`config.mk`:
```
export PLATFORM = sky130hd
export DESIGN_NAME = step_ctrl
export DESIGN_NICKNAME = d
export VERILOG_FILES = /design/src/rtl/step_ctrl_pkg.sv /design/src/rtl/step_ctrl_rise.sv /design/src/rtl/step_ctrl.sv
export SDC_FILE = /design/constraint.sdc
export NUM_CORES = 1
export LEC_CHECK = 0
export CORE_ASPECT_RATIO = 0.75
export CORE_UTILIZATION = 47
export CTS_CLUSTER_DIAMETER = 100
export DETAILED_ROUTE_END_ITERATION = 6
export GPL_TIMING_DRIVEN = 0
export PLACE_DENSITY = 0.8
export SLEW_MARGIN = 20
export SYNTH_ARGS = -nofsm -noshare
export SYNTH_HDL_FRONTEND = slang
export SYNTH_HIERARCHICAL = 1
export SYNTH_SLANG_ARGS = --single-unit
```
`constraint.sdc`:
```
create_clock -name clk -period 1.7 [get_ports clk]
set_input_delay 0.425 -clock clk [delete_from_list [all_inputs] [get_ports clk]]
set_output_delay 0.425 -clock clk [all_outputs]
set_load 0.02 [all_outputs]
```
`src/rtl/step_ctrl_pkg.sv`:
```
// step_ctrl_pkg: FSM state encoding and default repeat timing shared by the step_ctrl slice.
`ifndef STEP_REPEAT_DELAY
`define STEP_REPEAT_DELAY 50_000_000
`endif
`ifndef STEP_REPEAT_PERIOD
`define STEP_REPEAT_PERIOD 10_000_000
`endif
package step_ctrl_pkg;
   typedef enum logic [1:0] {
      ST_IDLE   = 2'd0,
      ST_HOLD   = 2'd1,
      ST_REPEAT = 2'd2
   } st_e;
   localparam int DEF_REPEAT_DELAY  = `STEP_REPEAT_DELAY;
   localparam int DEF_REPEAT_PERIOD = `STEP_REPEAT_PERIOD;
endpackage

```
`src/rtl/step_ctrl_rise.sv`:
```
// rise_pulse: registered rising-edge detector for a debounced level.
module rise_pulse (
   input  logic clk,
   input  logic rst_n,
   input  logic d,
   output logic rise
);
   logic q;
   always_ff @(posedge clk or negedge rst_n)
      if (!rst_n) q <= 1'b0;
      else q <= d;
   assign rise = d && !q;
endmodule

```
`src/rtl/step_ctrl.sv`:
```
// step_ctrl: CPU clock-enable from step/mode buttons, with run mode and a step pulse counter.
// Held-button auto-repeat is built only when STEP_AUTOREPEAT_EN is defined.
module step_ctrl
   import step_ctrl_pkg::*;
#(
   parameter int REPEAT_DELAY  = DEF_REPEAT_DELAY,
   parameter int REPEAT_PERIOD = DEF_REPEAT_PERIOD,
   parameter bit RUN_AT_RESET  = 1'b0,
   parameter int CNT_W         = 16
) (
   input  logic             clk,
   input  logic             rst_n,
   input  logic             efct_step,
   input  logic             efct_mode,
   output logic             cpu_en,
   output logic             run_mode,
   output logic [CNT_W-1:0] step_cnt
);
   if (REPEAT_DELAY < 2 || REPEAT_PERIOD < 2) begin : g_chk
      $error("step_ctrl: REPEAT_DELAY and REPEAT_PERIOD must be >= 2");
   end
   logic step_rise, mode_rise, pulse, run_nx;
   st_e st;
   rise_pulse u_step (.clk(clk), .rst_n(rst_n), .d(efct_step), .rise(step_rise));
   rise_pulse u_mode (.clk(clk), .rst_n(rst_n), .d(efct_mode), .rise(mode_rise));
   assign run_nx = run_mode ^ mode_rise;
`ifdef STEP_AUTOREPEAT_EN
   localparam int RPT_MAX = (REPEAT_DELAY > REPEAT_PERIOD) ? REPEAT_DELAY : REPEAT_PERIOD;
   localparam int RW = $clog2(RPT_MAX);
   localparam logic [RW-1:0] DLY_END = RW'(REPEAT_DELAY - 1);
   localparam logic [RW-1:0] PER_END = RW'(REPEAT_PERIOD - 1);
   logic [RW-1:0] rpt_cnt;
   logic hold_end, rpt_end;
   assign hold_end = st == ST_HOLD && rpt_cnt == DLY_END;
   assign rpt_end  = st == ST_REPEAT && rpt_cnt == PER_END;
   // A mode toggle pre-empts a repeat pulse landing on the same cycle
   assign pulse = !run_mode && (st == ST_IDLE ? step_rise : efct_step && !mode_rise && (hold_end || rpt_end));
   always_ff @(posedge clk or negedge rst_n)
      if (!rst_n) rpt_cnt <= '0;
      else rpt_cnt <= (run_mode || mode_rise || st == ST_IDLE || !efct_step || hold_end || rpt_end) ? '0 : rpt_cnt + 1'b1;
`else
   assign pulse = !run_mode && st == ST_IDLE && step_rise;
`endif
   always_ff @(posedge clk or negedge rst_n)
      if (!rst_n) begin
         cpu_en   <= 1'b0;
         run_mode <= RUN_AT_RESET;
         step_cnt <= '0;
         st       <= ST_IDLE;
      end else begin
         cpu_en   <= run_nx || pulse;
         run_mode <= run_nx;
         if (pulse) step_cnt <= step_cnt + 1'b1;
         if (run_mode || mode_rise) st <= ST_IDLE;
         else if (st == ST_IDLE) begin
            if (step_rise) st <= ST_HOLD;
         end
         else if (!efct_step) st <= ST_IDLE;
`ifdef STEP_AUTOREPEAT_EN
         else if (hold_end) st <= ST_REPEAT;
`endif
      end
endmodule

```
==> results of run 1 <==
## cell usage in the layout (no fill, tap or decap), drive strengths merged
cell	synthesis	final
inv	2	2
nor3b	1	1
and4	3	3
dfrtp	21	21
clkdlybuf4s50	0	2
clkinv	0	1
xnor2	10	10
nor2b	3	3
mux2	1	1
or2	1	1
nor2	4	4
nand4	7	7
dlymetal6s2s	0	2
nand4bb	1	1
clkbuf	0	3
dlygate4sd2	0	17
xor2	5	5
nand3	3	3
nand2	3	3
mux2i	1	1
buf	0	2
ha	2	2
and3	2	2
## per-stage QoR
step | TNS, ns | instance area (sq um) | cells | power (W) | util, %
2_1_floorplan | 0 | 904.6 | 70 | 0.0009167 | -
3_3_place_gp | -3.817 | 1142 | 113 | 0.001124 | 64.43
3_5_place_dp | -4.107 | 1142 | 113 | 0.001139 | 64.43
4_1_cts | 0 | 1156 | 118 | 0.001329 | 65.21
5_1_grt | 0 | 1176 | 119 | 0.001392 | 66.34
6_report | 0 | 1176 | 119 | 0.001312 | 66.34
## area by class of cell
| class | count | area, sq um | share of cell area, % |
|---|---|---|---|
| tap | 22 | 27.53 | 2.340 |
| inverter | 2 | 7.507 | 0.6383 |
| multi-input combinational | 47 | 379.1 | 32.23 |
| timing repair buffer | 23 | 209.0 | 17.77 |
| sequential | 21 | 525.5 | 44.68 |
| clock buffer | 3 | 22.52 | 1.915 |
| clock inverter | 1 | 5.005 | 0.4255 |
## power breakdown
| group | switching (W) | internal [W] |
|---|---|---|
| Sequential | 0.0000987 | 0.000586 |
| Combinational | 0.000208 | 0.000184 |
| Clock | 0.000147 | 0.0000879 |
## registers in the layout, indices dropped and copies added, names as in the netlist
signal	cells
st	1
cpu_en	1
u_mode/q	1
u_step/q	1
step_cnt	16
run_mode	1
## kinds of logic after synthesis
family | Yosys count
adder cells (fa/ha/maj) | 2
AND/OR/NAND/NOR | 28
buffers and inverters | 2
multiplexers | 2
XOR/XNOR | 15
flip-flops | 21
## what timing repair did
action / in CTS / in global routing
endpoints found under the hold margin: 0 / 0
resized for setup: 17 / 4
setup endpoints to repair: 20 / 7
pin swaps: 0 / 3
buffers inserted: 1 / 1
## worst max-delay path by stage
stage,cells after the start,start,slack (ns),endpoint
after floorplan,5,step_cnt[0],0.21,step_cnt[14]
after global placement,6,efct_step,-0.40,step_cnt[15]
after detailed placement,6,efct_step,-0.46,step_cnt[13]
after CTS,6,efct_step,0.009,step_cnt[14]
after global routing,1,step_cnt[6],0.06,step_cnt[6]
final,1,step_cnt[6],0.14,step_cnt[6]
## layer usage
layer | up-vias | track usage (%) | part of all wire, %
li1 | 298 | - | -
met1 | 291 | 21.20 | 46
met2 | 16 | 26.58 | 48
met3 | 3 | 7.955 | 5.1
met4 | 0 | 3.947 | 0.71
met5 | - | 0 | 0
==> impl_metrics.tcl, run 1 <==
set metrics [dict create \
    hold_path_startpoint "efct_step" \
    required_ns 1.27 \
    synth.yosys.seq_area_share_pct 58.09 \
    ctsHoldBuffers 0 \
    drtIter0Drc 4 \
    cts_sinks 21 \
    dieArea_sq_um 2106 \
    cts_tree "built" \
    vias_per_cell 5.109 \
    tightest_slew_ns 0.9072 \
    fillers 152 \
    worstSetupEndpointType "output pin" \
    rrSetupSlack_ns 0.28 \
    vias 608 \
    cp_num_buf_inv 1 \
    synthDominantAreaCellType "dfrtp_1" \
    cts.clk_slew.worst_paths_ns 0.11 \
    synth_top_family_by_area "simple AND/OR/NAND/NOR gates" \
    layout-drive-gt1-share_pct 12.37 \
    setup_viol 0 \
    start_kind "flop" \
    holdPathStages 1 \
    grt_antenna_before_repair 0 \
    gr-usage-all-layers_pct 16.82 \
    ios 22 \
    synth.distinct_cells 18 \
    root_buffer "clkbuf_4" \
    crit_path_max_fanout 7 \
    ys_top_cells_by_count "dfrtp_1 (21), xnor2_1 (10), nand4_1 (7), xor2_1 (5), nor2_1 (4)" \
    area_delta_synth_final_pct 30.01 \
    drv_cap 0 \
    synthesis.nets 76 \
    pre_cts_ws_ns -0.4634 \
    nets 104 \
    synthArstFlopShare_pct 100.0 \
    cp_slowest_cell "dfrtp_1" \
    hold_slack_ns 0.2894 \
    fmax_ghz 0.6414 \
    synthesis.area_sq_um 904.6 \
    fin_crit_sh_pct 91.71 \
    gp_congestion 0.7226 \
    yosys.cell_count.top_type "dfrtp_1" \
    peakVddDrop_uv 1051 \
    crit_family "flip-flops" \
    timing.rr.start "step_cnt[0]" \
    post_synth_fa_ha_maj_area_fraction_pct 2.766 \
    netlist_instances 70 \
    layout_min_cycle_time_ns 1.559 \
    r2r_cells 5 \
    timing.rr.end "step_cnt[12]" \
    synth_xor_area_share_pct 14.52 \
    power_density_nw_per_um2 1115 \
    cts-buffers-inserted 3 \
    worstSetupPathType "flop to output pin" \
    arrival_ns 1.13 \
    synth_compound_area_share_pct 0 \
    yosys_warnings 6 \
    synthFlopType "dfrtp_1" \
    p_leak_nw 0.6110 \
    first_pass_iters 4 \
    chipHeight_um 40.00 \
    initial_core_util_pct 51.02 \
    synth_seq_cells 21 \
    holdCritPathClass "primary input to flop" \
    synth-edff-count 0 \
    synth-simple-area-share_pct 21.44 \
    routed_wl_um 1543 \
    netlist.area_leader.share_pct 58.09 \
    wl_per_cell_um 12.97 \
    fin_skew_ns 0.005347 \
    grt_pass1_wl_um 2332 \
    ys_top_cells_by_area "dfrtp_1 (58%), xnor2_1 (9.7%), nand4_1 (4.8%), xor2_1 (4.8%), nor2b_4 (3.0%)" \
    avgSynthCellArea_sq_um 12.92 \
    grt_max_degree 22 \
    rows 13 \
    drc 0 \
    synth.mux.area_fraction_pct 2.351 \
    postRouteAntennaNets 0 \
    core_area_sq_um 1773 \
    n_antenna_cell 0 \
    overflow 0 \
    hold-path-endpoint "u_step/q" \
    die_x_um 52.66 \
    htreeDepth 1 \
    grt_setup_unrepaired "false" \
    cts_max_path_buffers 2 \
    slew_violations 0 \
    outcome "finished clean" \
    slew_headroom_pct 39.33 \
    slowest_delay_ns 0.46 \
    dp_hpwl_um 1168 \
    setup_ws_ns 0.1408 \
    port_buffers 21 \
    final_hold_viol_count 0 \
    first_global_vias 500 \
    clock_latency_ns 0.31 \
    path_cells "dlygate4sd2_1" \
]
(Power assumes the default switching activity.)
==> run 2: changes to the inputs <==
--- a/config.mk
+++ b/config.mk
@@ -10,7 +10,9 @@
 export CTS_CLUSTER_DIAMETER = 100
 export DETAILED_ROUTE_END_ITERATION = 6
 export GPL_TIMING_DRIVEN = 0
+export HOLD_SLACK_MARGIN = 0.02
 export PLACE_DENSITY = 0.8
+export SKIP_CTS_REPAIR_TIMING = 1
 export SLEW_MARGIN = 20
 export SYNTH_ARGS = -nofsm -noshare
 export SYNTH_HDL_FRONTEND = slang
==> impl_metrics.tcl, run 2 (same netlist as run 1, synthesis figures left out) <==
set metrics [dict create \
    finalNonFillerCells 120 \
    peakVddDrop_uv 1051 \
    wl_met3_um 80 \
    first_pass_iters 4 \
    holdPathStages 1 \
    cp_slowest_cell "clkdlybuf4s50_1" \
    met1_length_um 758 \
    n_antenna_cell 0 \
    comb_power_share_pct 32.1 \
    drv_cap 0 \
    cts_tree "built" \
    power_density_nw_per_um2 1091 \
    postRouteAntennaNets 0 \
    first_global_vias 491 \
    final_cell_mix "dfrtp_1 (21), dlymetal6s2s_1 (18), xnor2_1 (10), nand4_1 (7), xor2_1 (5)" \
    slowest_delay_ns 0.50 \
    design_area_sq_um 1245 \
    largest_reg_flops 16 \
    drc 0 \
    core_area_sq_um 1773 \
    layout-drive-gt1-share_pct 13.27 \
    final_common_cell "dfrtp_1" \
    cts.clk_slew.worst_paths_ns 0.11 \
    htreeDepth 1 \
    slew_violations 0 \
    layout_min_cycle_time_ns 1.636 \
    gp_congestion 0.7226 \
    chipHeight_um 40.00 \
    top_register "step_cnt" \
    outcome "finished clean" \
    cts_sinks 21 \
    dieArea_sq_um 2106 \
    p_leak_nw 0.8171 \
    timing.rr.end "step_cnt[8]" \
    final_hold_viol_count 0 \
    dp_hpwl_um 1168 \
    vias 620 \
    gr-usage-all-layers_pct 16.40 \
    overflow 0 \
    wl_per_cell_um 13.95 \
    grt_pass1_wl_um 2290 \
    root_buffer "clkbuf_4" \
    fmax_ghz 0.6111 \
    cts_max_path_buffers 2 \
    ios 22 \
    fin_util_pct 70.22 \
    holdCritPathClass "flop to flop" \
    rows 13 \
    fin_crit_sh_pct 96.26 \
    grt_max_degree 22 \
    p_int_w 0.0008972 \
    power_w 0.001359 \
    start_kind "primary input" \
    seqPwrFrac_pct 50.9 \
    hold_path_startpoint "step_cnt[15]" \
    slew_headroom_pct 39.18 \
    path_cells "clkdlybuf4s50_1 -> nor2b_4 -> nor3b_4 -> nand4_1 -> nor2_1 -> xor2_1" \
    routed_wl_um 1674 \
    place_area_sq_um 1142 \
    switching_share_pct 33.97 \
    crit_path_max_fanout 4 \
    hold-path-endpoint "step_cnt[15]" \
    clockPowerShare_pct 17.0 \
    cts-buffers-inserted 3 \
    highest_layer "met4" \
    worstSetupEndpointType "flop" \
    drtIter0Drc 4 \
    area_delta_synth_final_pct 37.62 \
    required_ns 1.93 \
    r2r_cells 5 \
    initial_core_util_pct 51.02 \
    grt_setup_unrepaired "true" \
    wl_met2_um 823 \
    clock_latency_ns 0.30 \
    nets 105 \
    timing.rr.start "step_cnt[0]" \
    fin_skew_ns 0.001839 \
    setup_viol 0 \
    switchingPower_w 0.0004615 \
    grt_antenna_before_repair 0 \
    placedCellCount 113 \
    tightest_slew_ns 0.9094 \
    vias_per_cell 5.167 \
    worstSetupPathType "primary input to flop" \
    rrSetupSlack_ns 0.25 \
    arrival_ns 1.86 \
    die_x_um 52.66 \
    port_buffers 21 \
]
## run 2: cell type report
class,count,area [sq um]
inverters,2,7.507
fillers,131,528.0
multi-input cells,47,379.1
clock inverters,1,5.005
well taps,22,27.53
clock buffers,3,22.52
repair buffers,24,277.8
flip-flops and latches,21,525.5
## run 2: how the worst max path moves through the flow
stage	startpoint	slack, ns	cells past startpoint	to
final	efct_step	0.06	6	step_cnt[13]
after global routing	efct_step	-0.05	6	step_cnt[13]
after CTS	step_cnt[6]	-0.15	1	step_cnt[6]
after detailed placement	efct_step	-0.46	6	step_cnt[13]
after global placement	efct_step	-0.40	6	step_cnt[15]
after floorplan	step_cnt[0]	0.21	5	step_cnt[14]
## run 2: power groups by stage
stage	Combinational (W)	Clock (W)	Sequential, W
after floorplan	0.000134	0	0.000783
after global placement	0.000430	0	0.000693
after detailed placement	0.000441	0	0.000698
after CTS	0.000443	0.000244	0.000688
after global routing	0.000472	0.000264	0.000706
final	0.000437	0.000230	0.000692
## run 2: metal layers
layer,vias up,global-route usage [%]
met5,-,0
met4,0,3.947
met3,3,7.955
met2,17,24.68
met1,299,21.45
li1,301,-
## run 2: critical path: cells and delay by family
kind	cells	cell delay, ns
buf+inv	1	0.50
xor+xnor	1	0.17
simple gates	4	0.78
## run 2: stage by stage
step	setup WS (ns)	setup TNS [ns]	hold WS (ns)
after floorplan	0.2083	0	0.1294
after global placement	-0.3971	-3.817	0.4541
after detailed placement	-0.4634	-4.107	0.4776
after CTS	-0.1531	-1.909	0.4928
after global routing	-0.04940	-0.06430	0.5017
final	0.06356	0	0.4897
==> run 3: changes to the inputs <==
--- a/config.mk
+++ b/config.mk
@@ -8,6 +8,7 @@
 export CORE_ASPECT_RATIO = 0.75
 export CORE_UTILIZATION = 47
 export CTS_CLUSTER_DIAMETER = 100
+export CTS_CLUSTER_SIZE = 20
 export DETAILED_ROUTE_END_ITERATION = 6
 export GPL_TIMING_DRIVEN = 0
 export HOLD_SLACK_MARGIN = 0.02
==> results of run 3 <==
Same layout as run 2: the final DEF is identical, and so are final timing and power.
